==> src/rtl/timer_dispatch_pkg.sv <==
// Shared types and constants for the timer command dispatcher.
package timer_dispatch_pkg;

  localparam int OP_W        = 4;
  localparam int CNT_W       = 24;
  localparam int OP_LONG_BIT = 3;
  localparam int REQ_W       = OP_W + CNT_W;

  typedef enum logic [2:0] {
    ST_IDLE  = 3'd0,
    ST_ISSUE = 3'd1,
    ST_ARM   = 3'd2,
    ST_WAIT  = 3'd3,
    ST_DONE  = 3'd4
  } state_e;

  // op[OP_LONG_BIT] is interpreted by the timer; the dispatcher forwards it untouched
  typedef struct packed {
    logic [OP_W-1:0]  op;
    logic [CNT_W-1:0] data;
  } req_t;

endpackage

==> src/rtl/timer_dispatch_fifo.sv <==
// Small synchronous FIFO holding queued timer requests; flush empties it
// on the same edge and wins over a coincident push.
module sync_fifo
  import timer_dispatch_pkg::*;
#(
  parameter int WIDTH = REQ_W,
  parameter int DEPTH = 4
) (
  input  logic             clk,
  input  logic             rst,
  input  logic             push_i,
  input  logic             pop_i,
  input  logic             flush_i,
  input  logic [WIDTH-1:0] wdata_i,
  output logic [WIDTH-1:0] rdata_o,
  output logic             full_o,
  output logic             empty_o
);

  localparam int AW = $clog2(DEPTH);
  localparam logic [AW:0] FULL_CNT = (AW+1)'(DEPTH);

  logic [WIDTH-1:0] mem_q [DEPTH];
  logic [AW-1:0]    wrPtr_q;
  logic [AW-1:0]    rdPtr_q;
  logic [AW:0]      count_q;
  logic             doPush;
  logic             doPop;

  assign full_o  = (count_q == FULL_CNT);
  assign empty_o = (count_q == '0);
  assign doPush  = push_i && !full_o && !flush_i;
  assign doPop   = pop_i && !empty_o;
  assign rdata_o = mem_q[rdPtr_q];

  // DEPTH is a power of two, so pointers wrap naturally
  always_ff @(posedge clk) begin
    if (rst) begin
      wrPtr_q <= '0;
      rdPtr_q <= '0;
      count_q <= '0;
    end else if (flush_i) begin
      wrPtr_q <= '0;
      rdPtr_q <= '0;
      count_q <= '0;
    end else begin
      if (doPush) wrPtr_q <= wrPtr_q + AW'(1);
      if (doPop)  rdPtr_q <= rdPtr_q + AW'(1);
      case ({doPush, doPop})
        2'b10:   count_q <= count_q + (AW+1)'(1);
        2'b01:   count_q <= count_q - (AW+1)'(1);
        default: count_q <= count_q;
      endcase
    end
  end

  always_ff @(posedge clk) begin
    if (doPush) mem_q[wrPtr_q] <= wdata_i;
  end

endmodule

==> src/rtl/timer_dispatch.sv <==
// Initiator side of the timer cs/op/data/rdy interface: queues wait requests,
// strobes them to the timer one at a time and reports completion or arm timeout.
module timer_dispatch
  import timer_dispatch_pkg::*;
#(
  parameter int DEPTH       = 4,
  parameter int ARM_TIMEOUT = 8
) (
  input  logic             clk,
  input  logic             rst,
  input  logic             req_valid,
  output logic             req_ready,
  input  logic [OP_W-1:0]  req_op,
  input  logic [CNT_W-1:0] req_data,
  input  logic             abort,
  output logic             tmr_cs,
  output logic [OP_W-1:0]  tmr_op,
  output logic [CNT_W-1:0] tmr_data,
  input  logic             tmr_rdy,
  output logic             done,
  output logic             busy,
  output logic             err
);

  localparam int ACW = $clog2(ARM_TIMEOUT + 1);
  localparam logic [ACW-1:0] ARM_LAST = ACW'(ARM_TIMEOUT - 1);

  state_e           state_q;
  logic [ACW-1:0]   armCnt_q;
  logic             tmrCs_q;
  logic [OP_W-1:0]  tmrOp_q;
  logic [CNT_W-1:0] tmrData_q;
  logic             done_q;
  logic             err_q;

  req_t             reqIn;
  req_t             head;
  logic [REQ_W-1:0] headRaw;
  logic             fifoFull;
  logic             fifoEmpty;
  logic             pushEn;
  logic             issue_d;

  assign reqIn   = '{op: req_op, data: req_data};
  assign head    = req_t'(headRaw);
  assign pushEn  = req_valid && !fifoFull;
  // Never strobe a timer that is still counting, including one left running across reset
  assign issue_d = (state_q == ST_IDLE) && !fifoEmpty && tmr_rdy;

  sync_fifo #(
    .WIDTH (REQ_W),
    .DEPTH (DEPTH)
  ) u_fifo (
    .clk     (clk),
    .rst     (rst),
    .push_i  (pushEn),
    .pop_i   (issue_d),
    .flush_i (abort),
    .wdata_i (reqIn),
    .rdata_o (headRaw),
    .full_o  (fifoFull),
    .empty_o (fifoEmpty)
  );

  always_ff @(posedge clk) begin
    if (rst) begin
      state_q   <= ST_IDLE;
      armCnt_q  <= '0;
      tmrCs_q   <= 1'b0;
      tmrOp_q   <= '0;
      tmrData_q <= '0;
      done_q    <= 1'b0;
      err_q     <= 1'b0;
    end else begin
      tmrCs_q <= 1'b0;
      done_q  <= 1'b0;
      unique case (state_q)
        ST_IDLE: begin
          if (issue_d) begin
            state_q   <= ST_ISSUE;
            tmrCs_q   <= 1'b1;
            tmrOp_q   <= head.op;
            tmrData_q <= head.data;
          end
        end
        ST_ISSUE: begin
          state_q  <= ST_ARM;
          armCnt_q <= '0;
        end
        ST_ARM: begin
          if (!tmr_rdy) begin
            state_q <= ST_WAIT;
          end else if (armCnt_q == ARM_LAST) begin
            err_q   <= 1'b1;
            state_q <= ST_IDLE;
          end else begin
            armCnt_q <= armCnt_q + ACW'(1);
          end
        end
        ST_WAIT: begin
          if (tmr_rdy) begin
            state_q <= ST_DONE;
            done_q  <= 1'b1;
          end
        end
        ST_DONE: state_q <= ST_IDLE;
        default: state_q <= ST_IDLE;
      endcase
    end
  end

  assign req_ready = !fifoFull;
  assign tmr_cs    = tmrCs_q;
  assign tmr_op    = tmrOp_q;
  assign tmr_data  = tmrData_q;
  assign done      = done_q;
  assign err       = err_q;
  assign busy      = !fifoEmpty || (state_q != ST_IDLE);

endmodule

==> config.mk <==
export PLATFORM = sky130hd
export DESIGN_NAME = timer_dispatch
export DESIGN_NICKNAME = d
export VERILOG_FILES = /design/src/rtl/timer_dispatch_pkg.sv /design/src/rtl/timer_dispatch_fifo.sv /design/src/rtl/timer_dispatch.sv
export SDC_FILE = /design/constraint.sdc
export NUM_CORES = 1
export LEC_CHECK = 0
export ABC_AREA = 1
export CORE_UTILIZATION = 60
export CTS_CLUSTER_DIAMETER = 50
export DETAILED_ROUTE_END_ITERATION = 6
export PLACE_DENSITY = 0.84
export SETUP_SLACK_MARGIN = 0.02
export SLEW_MARGIN = 15
export SYNTH_ARGS = -nofsm -noshare
export SYNTH_HDL_FRONTEND = slang
export SYNTH_SLANG_ARGS = --single-unit
==> constraint.sdc <==
create_clock -name clk -period 3.82 [get_ports clk]
set_input_delay 0.764 -clock clk [delete_from_list [all_inputs] [get_ports clk]]
set_output_delay 0.764 -clock clk [all_outputs]
set_load 0.005 [all_outputs]
* Yosys cells after proc, flatten, opt, wreduce, memory -nomap -nowiden *
Memories as Yosys holds them, arrays and structs flattened. A register that Yosys moved wholly into a read port is not among the register bits.
Cells that the tools add are included.

word-level totals
  flip-flop bits (word level) = 17
  bits in latches = 0
  bits in writable memories = 112
  memory bits (read-only) = 0
  bits of input ports = 33
  output and inout bits = 33
  logic and storage cells = 63
  memories = 1

memories
  memory        depth  width  read ports  clocked after Yosys merged registers in  wr ports  line                       source
  u_fifo.mem_q  4      28     1           1                                        1         timer_dispatch_fifo.sv:23  logic [WIDTH-1:0] mem_q [DEPTH];

operators by class
  add/sub/neg operators = 5
  multiply operators = 0
  div/mod/pow operators = 0
  order comparisons = 0
  equality and inequality tests = 12
  shifts and indexed selects = 0
  mux-type cells = 13
  bitwise logic cells = 2
  reductions and logical operators = 22

operators with widths
  kind                                                  count
  two-way mux 3 bit                                     4
  case mux 3 bit (4 select lines)                       1
  AND reduction 3 bit                                   3
  two-way mux 4 bit                                     2
  case mux 4 bit (2 select lines)                       1
  equality test 3 x 2 -> 1 bit (second input constant)  2
  logical AND 1 bit                                     6
  zero test 3 bit                                       2
  inequality test 2 bit (second input constant)         3
  case mux 3 bit (2 select lines)                       1
  OR reduction 2 bit                                    3
  adder 2 x 1 -> 2 bit (second input constant)          2
  adder 4 x 1 -> 4 bit (second input constant)          1
  equality test 4 x 3 -> 1 bit (second input constant)  1
  two-way mux 1 bit                                     4
  nonzero test 2 bit                                    2
  adder 3 x 1 -> 3 bit (second input constant)          1
  equality test 3 x 1 -> 1 bit (second input constant)  1
  equality test 3 bit (second input constant)           1
  zero test 1 bit                                       3
  inequality test 3 bit (second input constant)         1
  nonzero test 3 bit                                    1
  subtractor 3 x 1 -> 3 bit (second input constant)     1
  equality test 2 x 1 -> 1 bit (second input constant)  1
  5 further kinds                                       6

* Longest topological paths before layout *
Gate-level depths: netlist of the first run.

  depth in word-level cells = 7
  gate-level depth with buffers = 13
  mapped depth without buffers = 12

* Cells and area by module *
A second synthesis of the first run with hierarchy kept.

unflattened totals
  cell total of the unflattened synthesis = 546
  area, all modules = 6139.6 sq um

by module, submodules not included
  module          times used  cells an instance  area each (sq um)  seq. area each (sq um)
  sync_fifo       1           346                4653.2             3543.4
  timer_dispatch  1           200                1486.4             760.7

* Worst setup path after synthesis of the first run *
No wires, ideal clock.

  kind = input -> register
  start = input req_valid
  end = memory u_fifo.mem_q[0][0] (netlist bit), enable pin
  setup time = 0.413 ns
  arrival time = 2.352 ns
  required time = 3.407 ns
  setup slack = 1.055 ns
  stages on the path = 4
  path buffers = 1
  cells stage by stage = nand2_2 or2_1 buf_2 nor2_1

between the ends
  longest elaborated chain between the ends = 5

RTL lines
  what                                     line                       source
  start, declared                          timer_dispatch.sv:11       input logic req_valid,
  logical AND 1 bit                        timer_dispatch.sv:46       assign pushEn = req_valid && !fifoFull;
  logical AND 1 bit (2 in a row)           timer_dispatch_fifo.sv:32  assign doPush = push_i && !full_o && !flush_i;
  two-way mux 1 bit                        timer_dispatch_fifo.sv:58  if (doPush) mem_q[wrPtr_q] <= wdata_i;
  two-way mux 1 bit (implied by the code)  timer_dispatch_fifo.sv:58
  end, declared                            timer_dispatch_fifo.sv:23

No other way between the ends.

* Worst setup path after layout of the first run *
  start = register state_q[1]
  end = output busy

between the ends
  longest elaborated chain between the ends = 2

RTL lines
  what                    line                   source
  start, declared         timer_dispatch.sv:28   state_e state_q;
  start signal, assigned  timer_dispatch.sv:67   state_q <= ST_IDLE;
  start signal, assigned  timer_dispatch.sv:80   state_q <= ST_ISSUE;
  start signal, assigned  timer_dispatch.sv:87   state_q <= ST_ARM;
  nonzero test 3 bit      timer_dispatch.sv:118  assign busy = !fifoEmpty || (state_q != ST_IDLE);
  logical OR 1 bit        timer_dispatch.sv:118
  end, declared           timer_dispatch.sv:21   output logic busy,

No other way between the ends.

==> results.md, run 1 <==
- The share of total power consumed by net switching is around 23%.
- The shortest clock period the worst path allows after layout is 2580 ps.
- The average wire per standard cell is 16.4 µm.
- The number of standard cells after synthesis is ~550.
- For this run, design rule violations remaining after detail routing come to 0.
- The clock latency at the later pin of the worst-skew pair is approximately 530 ps.
- Combinational cells account for 7.7% of the total power.
- After floorplanning, the core was sized to cover around 0.0098 mm².
- The total buffers and inverters traversed by the critical path is 3.
- The proportion of power drawn by the clock network is 41.5%.
- The launch point of the worst reg-to-reg path is u_fifo.count_q[1].
- The number of nets in the synthesized netlist is 591.
- The critical hold path startpoint is err.
- The count of final hold-check violations was 0.
- Dividing the detail-routed via count by the number of cells gives roughly 5.6.
- The relative slew slack is between 20 and 30%.
- Grouping stages by cell kind, the critical path spends the most delay in buffers and inverters.
- The cell sitting at the root of the clock tree is a clkbuf_8.
- Summed over all failing endpoints, the final setup total negative slack is 0 ps.
- The kind of start point of the critical path is a flop.
- Setup slack closes at 1240 ps.
- The area occupied by multi-input gates is 0.00161 mm².
- Data on the critical path arrives at its endpoint at 1820 ps.
- The worst hold path belongs to the class reg -> reg.
- Leaving out fill and tap cells, the most frequent cells in the layout are nor2_1 (160), edfxtp_1 (112), o21ai_0 (84), clkdlybuf4s50_1 (65), dfxtp_1 (43).
- Measured in cells, the most critical reg-to-reg path has a length of 12.
- Global routing used 25.6% of the available tracks.
- For flop-to-flop paths, the worst setup slack is 1410 ps.
- Compared with the post-synthesis result, the final layout area differs by 20.3%.
- The path with the worst hold slack has its endpoint at err.
- IR analysis of the VDD net gives a maximum drop of 0.313 mV.
- The net count of the finished layout is 648.
- Hold timing on the final database bottoms out at a slack of 494 ps.
- In this run the power spent charging and discharging nets is 0.000859 W.
- The TritonCTS clock tree is done.
- The first-pass iteration count of the detailed router is 4.
- The maximum cell stage delay along the critical path is about 510 ps.
- The total power draw is 0.00375 W.
- In this run, post-CTS hold repair placed 0 buffers.
- Cells fill 74.7% of the core in the end.
- The critical-path maximum fanout is 6.
- The first global-routing pass estimated ~20,000 µm of wire.
- Summed over all nets, the half-perimeter wirelength after detailed placement is roughly 7100 µm.
- The number of global-route vias before repair is 4,114.
- The sequential-to-total area share from yosys stat is 69.9%.
- The cell depth of the worst min-delay path is 2.
- For this design, the sink count on the clock tree is 157.
- Summing over every cut layer, the via total after detailed routing is 4,198.
- Cells with a size suffix above 1 make up under 10% of the layout.
- Setup violations remaining at the end of the flow were counted as 0.
- A synthesized cell averages 11.1 µm².
- The standard-cell row count is 36.
- For the pin with the worst max-slew slack, the measured transition is 1070 ps.
- The library cell contributing the largest single delay on the critical path is clkdlybuf4s50_1.
- Counting stages on the worst path, the most repeated cell is inv_1.
- The internal portion of the total power is 0.00289 W.
- The worst flop-to-flop path endpoint is u_fifo.count_q[2].
- The number of different library cells used by synthesis comes to 28.
- Derived from the worst setup path, the maximum achievable clock frequency is about 0.39 GHz.
- The run finished with clean final reports.
- The number of antenna diodes in the final layout is 0.
- The largest buffer count on any clock path is 2.
- Once the clock tree was built, the setup fixing pass inserted 0 buffers.
- The total overflow reported by the global router is 0.
- STA classifies the critical path endpoint as a primary output.
- Summed over all cells, the static leakage comes to 2.58 nW.
- The number of slew-limit violations in the final report is 0.
- The worst setup path is of the reg -> out kind.
- Registers are responsible for 50.8% of the overall power.
- The floorplan step defined a die boundary enclosing 0.0106 mm².
- The area of the mapped netlist is 0.00610 mm².
- Max-cap violations in this run came to 0.
- The number of routed nets with antenna violations is 0.
- The synthesis-stage register bit count is about 160.
- Once the floorplan was initialized, standard cells occupied 62.1% of the core.
- The signal on the critical path passes through inv_1 -> nand2_2 -> inv_1 -> nand3_1 -> clkdlybuf4s50_1.
- The flip-flop and latch area is 0.00427 mm².
- Port buffering added 65 buffers.
- Buffers inserted during clock tree synthesis total 17.
- Post-CTS repair changed the size of 0 cells.
- The routed design has 12,400 µm of wire.
- For the final database, setup skew stands at 10.1 ps.
- The data required time at the worst endpoint is 3060 ps.
- Setup repair after global routing left no endpoint under its margin.
- The detailed router finished its first iteration with 213 violations.
- The number of fill cells in the layout is between 600 and 700.
- In this run the number of H-tree levels came out at 4.
- The initial antenna violation count was 0.
- The power density over the cells is 511 mW/mm².
- The pre-CTS setup slack is 906 ps.
- In this run the horizontal extent of the chip is 103 µm.
- The weighted congestion reported at the end of routability-driven placement is 0.774.
- The number of I/O pins is 66.
- Entering global routing, the biggest net connects just under 60 pins.
- The warning count from the yosys run is 0.
- The worst path uses 67.6% of the clock period.
- The die is 103 µm tall.
- Clock-pin slew was measured on the worst setup and hold paths at 60 ps.
- The most common library cell in the layout ignoring fill and taps is nor2_1.
## sequential cells by signal (all words and copies together) (netlist names)
signal,cells
u_fifo.mem_q,112
tmr_data,24
armCnt_q,4
tmr_op,4
state_q,3
u_fifo.count_q,3
u_fifo.rdPtr_q,2
u_fifo.wrPtr_q,2
done,1
err,1
tmr_cs,1
## synth_stat cells
cell type  number  share of area, %
edfxtp_1      112                55
buf_2           7              0.57
nor2_1        164                10
a21oi_1         8              0.66
dfxtp_1        45                15
o21a_1          1              0.12
nand3_2         1              0.16
fa_1            1              0.33
nor2_2          2              0.21
inv_2           2              0.12
buf_6           3              0.55
nor3_1          1             0.082
o21ai_0        84               6.9
nand2_1        23               1.4
ha_1            6               1.2
xor2_1          2              0.29
nor2_4          1              0.18
nand3b_1        1              0.12
inv_1          19               1.2
clkbuf_1        8              0.49
nand4_1         2              0.21
buf_1           2              0.12
nand2_2         2              0.21
nand3_1        10              0.82
a31oi_1         1              0.10
o21ai_1        33               2.7
buf_4           9               1.1
or2_1           1              0.10
## worst min-delay path, stage by stage (launching register included)
cell	delay (ps)
dfxtp_1	340
a31oi_1	50
nor2_1	70
## power groups by stage
stage | logic [W] | registers, W | clock network [W]
after floorplan | 0.000156 | 0.00194 | 0
after global placement | 0.000274 | 0.00194 | 0
after detailed placement | 0.000287 | 0.00194 | 0
after CTS | 0.000290 | 0.00190 | 0.00157
after global routing | 0.000323 | 0.00191 | 0.00164
final | 0.000288 | 0.00190 | 0.00155
## metal layers
layer  vias up  GRT usage, %  part of all wire, %
li1       1999             -                    -
met1      2018          31.4                   41
met2       156          42.8                   51
met3        25          6.85                  6.0
met4         0          11.5                  1.8
met5         -             0                    0
## layout make-up
type	instances	share of cell area, %
clock buffer	20	5.94
clock inverter	12	1.50
inverter	21	1.07
multi-input combinational	344	22.0
sequential	157	58.2
tap	133	2.27
timing repair buffer	67	9.08
## how the worst max path moves through the flow
stage                from             endpoint  slack, ps  depth (start not counted)
6_report       state_q[1]                 busy       1240                          5
3_3_place_gp    req_valid  u_fifo.mem_q[3][22]       1010                          4
5_1_grt        state_q[1]                 busy       1130                          5
3_5_place_dp    req_valid    u_fifo.count_q[2]        910                         10
2_1_floorplan   req_valid   u_fifo.mem_q[0][0]       1060                          4
4_1_cts        state_q[1]                 busy       1200                          5
## metrics by stage
step / area (µm²) / cells
finish: 7330 / 754
global route: 7330 / 754
CTS: 7330 / 754
detailed placement: 6790 / 722
global placement: 6790 / 722
floorplan: 6100 / 551
## logic make-up after synthesis
family | count (synthesis) | synth area share, %
AO/OA/AOI/OAI | 127 | 10.5
adder cells (fa/ha/maj) | 7 | 1.56
XOR/XNOR | 2 | 0.287
AND/OR/NAND/NOR | 208 | 13.6
flip-flops | 157 | 69.9
buffers and inverters | 50 | 4.14
No activity file was read; power rests on OpenSTA's default activity.
==> run 2: changes to the inputs <==
--- a/config.mk
+++ b/config.mk
@@ -6,10 +6,10 @@
 export NUM_CORES = 1
 export LEC_CHECK = 0
 export ABC_AREA = 1
-export CORE_UTILIZATION = 60
+export CORE_UTILIZATION = 56
 export CTS_CLUSTER_DIAMETER = 50
 export DETAILED_ROUTE_END_ITERATION = 6
-export PLACE_DENSITY = 0.84
+export PLACE_DENSITY = 0.79
 export SETUP_SLACK_MARGIN = 0.02
 export SLEW_MARGIN = 15
 export SYNTH_ARGS = -nofsm -noshare
==> constraint.sdc (replaced) <==
create_clock -name clk -period 2.5 [get_ports clk]
set_input_delay 0.5 -clock clk [delete_from_list [all_inputs] [get_ports clk]]
set_output_delay 0.5 -clock clk [all_outputs]
set_load 0.005 [all_outputs]
==> run 2 against run 1 <==
Cell count is 2.4% higher. Register-to-register slack worse by 910 ps. Critical path depth is the same. Largest power group unchanged. Highest routed layer unchanged. Via count hardly changed. Critical path type unchanged.
==> results.md, run 2 (synthesized netlist as in run 1, its figures left out) <==
- In the detailed route, the total length drawn on met3 is 673 µm.
- The post-detailed-route via-to-cell ratio is 5.44.
- Pin placement for this block handled 66 I/O pins.
- The setup slack on the worst flop-to-flop path is ~500 ps.
- The register bank with the most flops is u_fifo.mem_q.
- The most common library cell in the layout ignoring fill and taps is nor2_1.
- The worst setup path is captured at a primary output.
- After detailed routing, the met2 layer carries 6260 µm of wire.
- The worst flop-to-flop path endpoint is u_fifo.count_q[2].
- The die is 106 µm wide.
- In the global route stage, overall resource usage came out at between 20% and 30%.
- The number of slew-limit violations in the final report is 0.
- The number of endpoints failing setup at the final stage is 0.
- The tool flagged a number of max-cap violations equal to 0.
- The worst hold path begins at err.
- Entering global routing, the biggest net connects 59 pins.
- Once the clock tree was built, the resizer swapped 0 gates to a different size.
- The clock-pin transition on the worst setup and hold timing paths is 70 ps.
- The number of global-route vias before repair is 4,176.
- Counting the fill cells in the layout gives 759.
- Cells with a size suffix above 1 make up about a tenth of the layout.
- Of all nets on the critical path, the largest fanout is 6.
- The tree is rooted in a clkbuf_8.
- Between clock sinks in the finished design, the worst skew comes to 9.23 ps.
- After detailed routing, the number of remaining DRC violations is 0.
- The run finished with clean final reports.
- The synthesis-to-layout area growth is 22.8%.
- The first-pass iteration count of the detailed router is 5.
- The worst hold path passes through 2 cells.
- The pin slew with the least headroom to its limit is 595 ps.
- After detailed routing, the wire length on met1 is 5140 µm.
- The uppermost layer routed is met4.
- The shortest clock period the worst path allows after layout is approximately 2300 ps.
- By instance count, the cell type seen most on the critical path is inv_1.
- The initial core utilization is 58.3%.
- The count of inserted antenna diode cells is 0.
- The peak supply drop is roughly 0.57 mV.
- The number of buffers inserted by hold repair at cts is 0.
- The weighted congestion reported at the end of routability-driven placement is 0.790.
- For this design the static power due to leakage is between 2 and 3 nW.
- The first global-routing pass estimated 20,100 µm of wire.
- The clock latency at the later pin of the worst-skew pair is 520 ps.
- Leaving out filler cells and counting taps, the final layout contains 772.
- Dividing the detail-routed wire length by the instance count gives 15.9 µm.
- The standard-cell row count is 37.
- The total routed wirelength is 12,300 µm.
- The fmax is 0.440 GHz.
- The net count of the finished layout is 663.
- The quantity of I/O buffers inserted on ports is 65.
- The worst setup path is launched from a flop.
- The critical path goes through inv_1 -> nand2_2 -> inv_1 -> nand3_1 -> clkdlybuf4s50_1.
- TritonCTS built the clock tree.
- The die footprint is 0.0113 mm².
- For this block, the via count after detailed routing is 4,199.
- For the worst setup path, the data required time is approximately 2000 ps.
- The number of flip-flops in the largest register is 112.
- The maximum cell stage delay along the critical path is slightly below 500 ps.
- The path class of the lowest-slack min-delay path is reg -> reg.
- The count of final hold-check violations is 0.
- In the layout the commonest cells are nor2_1 (160), edfxtp_1 (112), o21ai_0 (84), clkdlybuf4s50_1 (65), dfxtp_1 (43).
- The total power draw is 0.00578 W.
- The H-tree generated during clock tree synthesis spans 4 levels.
- The power density over the cells is 772 mW/mm².
- The initial antenna violation count is 0.
- In this run, CTS created clock tree buffers numbering 17.
- The relative slew slack is 60.4%.
- The arrival time at the worst endpoint is approximately 1800 ps.
- The largest buffer count on any clock path is 2.
- Setup repair after global routing left no endpoint under its margin.
- The TritonCTS sink count is ~160.
- The initial DRC count is 282.
- The number of routed nets with antenna violations is 0.
- The setup TNS is 0 ps.
- In the finished design, the share of the clock period the worst path needs comes to 90.8%.
- Cells fill 71.5% of the core in the end.
- The launch point of the worst reg-to-reg path is u_fifo.count_q[1].
- The vertical extent of the die is about 110 µm.
- The worst register-to-register path has a depth of 12.
- The worst setup path category is reg -> out.
- The flip-flop and latch area is 0.00427 mm².
- For this design, the slowest cell found on the critical path is clkdlybuf4s50_1.
- The HPWL after detailed placement is 7260 µm.
- The core region area is 0.0105 mm².
- The buffers inserted during post-CTS setup optimization is 0.
- The area occupied by multi-input gates is 0.00161 mm².
- The instance count after placement with tap cells included is 740.
- The total overflow reported by the global router is 0.
- For hold timing, the worst endpoint is err.
==> run 2: report_power, final <==
part           internal [W]  switching (W)  leakage [nW]
clock network       0.00136        0.00106         0.277
registers           0.00287      0.0000417          1.38
logic              0.000199       0.000247          1.01
total               0.00443        0.00135          2.67
==> run 2: how the worst max path moves through the flow <==
stage / start / to / slack, ps / depth (start not counted)
detailed placement: tmr_rdy / u_fifo.count_q[2] / 110 / 11
global placement: tmr_rdy / u_fifo.count_q[2] / 240 / 10
CTS: state_q[1] / busy / 200 / 5
floorplan: req_valid / u_fifo.mem_q[0][0] / -0.9 / 4
global route: state_q[1] / busy / 120 / 5
finish: state_q[1] / busy / 230 / 5
==> run 2: area by class of cell <==
class	instances	area share, %
repair buffers	82	10.6
flip-flops and latches	157	57.0
well taps	136	2.27
clock inverters	14	2.01
clock buffers	18	5.58
multi-input cells	344	21.5
inverters	21	1.05
==> run 2: metal layers <==
metal  vias up  track usage, %
li1       2039               -
met1      1984            29.8
met2       152            39.1
met3        24            5.82
met4         0            10.5
met5         -               0
==> run 2: per-stage QoR <==
step	area, µm²	hold WS (ps)	worst slack, ps
5_1_grt	7490	542	124
4_1_cts	7490	507	203
3_5_place_dp	6920	492	110
2_1_floorplan	6100	461	-0.922
6_report	7490	499	229
3_3_place_gp	6920	453	238
==> run 2: critical path: cells and delay by family (launching register included) <==
family | cells | cell delay, ps
AND/OR/NAND/NOR | 2 | 180
flip-flops | 1 | 420
buffers and inverters | 3 | 650
==> run 3: changes to the inputs <==
--- a/config.mk
+++ b/config.mk
@@ -6,6 +6,7 @@
 export NUM_CORES = 1
 export LEC_CHECK = 0
 export ABC_AREA = 1
+export CORE_MARGIN = 3
 export CORE_UTILIZATION = 56
 export CTS_CLUSTER_DIAMETER = 50
 export DETAILED_ROUTE_END_ITERATION = 6
==> run 3 against run 2 <==
Sequential cell count unchanged. First-iteration DRC count fell by 8.2%. Combinational power about the same. Wire length grew 1.1%. Register-to-register slack about the same. Via count is 0.83% higher. Sequential power barely moved. Global-route usage shrank 1.7 points. Maximum frequency is 0.23% higher. Die area is 7.7% higher. Critical path type unchanged. Critical endpoint unchanged. Largest power group unchanged. Highest routed layer unchanged.
==> results.md, run 3 (synthesized netlist as in run 1, its figures left out) <==
- The flow ran to the end, and the final reports show no timing, DRC or antenna violations.
- The master cell of the clock root buffer is clkbuf_8.
- The die footprint is between 0.01 and 0.015 mm².
- The standard-cell row count is 37.
- The post-detailed-route via-to-cell ratio is 5.48.
- The number of buffers created by CTS is 17.
- The depth of the worst register-to-register path is 12.
- The number of routed nets with antenna violations is 0.
- The initial DRC count is 259.
- The wire length of the first global-routing pass is 19,900 µm.
- The worst clock skew is between 6 and 7 ps.
- The number of global-route vias before repair is 4,197.
- The fraction of layout instances using a drive strength above 1 is a little under a tenth.
- The total half-perimeter wirelength after legalization and detailed placement is around 7300 µm.
- The vertical extent of the die is 110 µm.
- The count of cells in the finished layout, fillers not included, comes to about 770.
- STA classifies the critical path startpoint as a flop.
- Global routing finished with a remaining overflow of 0.
- The reported max-cap violation count is 0.
- The sequential power share is 50.7%.
- The total routed wirelength is 12,400 µm.
- Clock-pin slew was measured on the worst setup and hold paths at 60 ps.
- The worst hold slack across all endpoints is 476 ps.
- The fraction of the core area covered by cells at the end of the flow is between 70% and 80%.
- The H-tree generated during clock tree synthesis spans 4 levels.
- The count of buffers added on input and output ports is 65.
- The average wire per standard cell is 16.1 µm.
- The internal power of the cells totals 0.00449 W.
- Clock tree synthesis found a total of approximately 160 sinks.
- In this run switching power makes up 21.8% of total power.
- STA puts the critical path data arrival time at 1770 ps.
- The count of final hold-check violations is 0.
- The worst hold path was traced through 2 stages.
- The shortest clock period the worst path allows after layout is between 2000 and 2500 ps.
- STA classifies the critical path endpoint as a primary output.
- Timing would allow up to 0.441 GHz.
- The net count of the finished layout is 663.
- The path class of the lowest-slack min-delay path is reg -> reg.
- The repair_antennas step left the layout with diodes totalling 0.
- Along the worst path, the maximum fanout reaches 6.
- The number of design rule violations left after detail routing is 0.
- The overall fraction of global-route tracks in use is 22.0%.
- The clock passes through at most 2 buffers.
- The initial utilization of the core area, before any placement, comes to between 50 and 60%.
- Power spread over the standard cell area amounts to 769 mW/mm².
- The clock network is responsible for 41.5% of the overall power.
- The peak supply drop is about 0.43 mV.
- The register with the most flip-flops in the layout has 112 of them.
- The number of slew-limit violations in the final report is 0.
- The filler cells instantiated in the layout total 757.
- u_fifo.mem_q holds more flip-flops than any other register.
- The synthesis-to-layout area growth is 22.4%.
- The number of endpoints failing setup at the final stage is 0.
- The via count is 4,234.
- The number of I/O pins is 66.
- The clock reaches the later pin of the worst-skew pair after 520 ps.
- The switching power total is 0.00125 W.
- After routing the design area is 0.00747 mm².
- The region available for standard cell placement spans around 0.010 mm².
- The worst path uses 90.6% of the clock period.
- In this run, post-CTS hold repair placed 0 buffers.
- The x dimension of the die is 110 µm.
- Buffers added to address setup during post-CTS repair amount to 0.
- The relative slew slack is between 50% and 60%.
- The setup path with the least slack is of type reg -> out.
- Setup repair after global routing left no endpoint under its margin.
- Routability-driven placement finished with a final weighted congestion of 0.760.
- Summing all placed instances gives a cell area of 0.00691 mm².
- The initial antenna violation count is 0.
- Leaving out fill and tap cells, the most frequent cells in the layout are nor2_1 (160), edfxtp_1 (112), o21ai_0 (84), clkdlybuf4s50_1 (65), dfxtp_1 (43).
- STA puts the critical path data required time at 2000 ps.
- The instance count after placement with tap cells included is 740.
- Combinational logic is responsible for 7.8% of the overall power.
- The standby leakage power is 2.66 nW.
- At the pin with the least slew margin, the transition time is between 700 and 800 ps.
- The first-pass iteration count of the detailed router is 7.
- The most common library cell in the layout ignoring fill and taps is nor2_1.
- The post-cts repair resize count is 0.
- TritonCTS built the clock tree.
- The pin count of the biggest net entering global routing is 59.
-- run 3: final cells by class --
| class | instances | area, µm² | share of cell area, % |
|---|---|---|---|
| clock buffer | 23 | 477 | 6.38 |
| clock inverter | 9 | 85.1 | 1.14 |
| inverter | 21 | 78.8 | 1.06 |
| multi-input combinational | 344 | 1610 | 21.6 |
| sequential | 157 | 4270 | 57.1 |
| tap | 136 | 170 | 2.28 |
| timing repair buffer | 82 | 778 | 10.4 |
-- run 3: worst paths after layout --
check	startpoint	end	slack, ps
worst min-delay path	err	err	480
worst max register to register	u_fifo.count_q[0]	u_fifo.count_q[2]	510
worst max-delay path	state_q[1]	busy	230
worst min register to register	err	err	480
-- run 3: worst max-delay path, cell delays in order, from the launching register on --
cell and delay, ps:
dfxtp_1 400, inv_1 90, nand2_2 120, inv_1 70, nand3_1 60, clkdlybuf4s50_1 490
-- run 3: layer usage --
layer	GRT usage (%)	share of wire, %
met5	0	0
met4	8.36	1.4
met3	6.06	6.9
met2	37.2	51
met1	27.1	40
-- run 3: per-stage QoR --
stage | TNS (ps) | power, W | setup WS, ps
3_5_place_dp | 0 | 0.00341 | 206
4_1_cts | 0 | 0.00579 | 209
6_report | 0 | 0.00575 | 234
2_1_floorplan | -103 | 0.00320 | -0.922
3_3_place_gp | 0 | 0.00339 | 232
5_1_grt | 0 | 0.00596 | 114
-- run 3: power by group through the flow --
stage	Sequential, W	Clock [W]	Combinational [W]
CTS	0.00291	0.00243	0.000450
floorplan	0.00296	0	0.000239
detailed placement	0.00297	0	0.000443
global route	0.00292	0.00254	0.000500
global placement	0.00296	0	0.000428
finish	0.00291	0.00239	0.000447
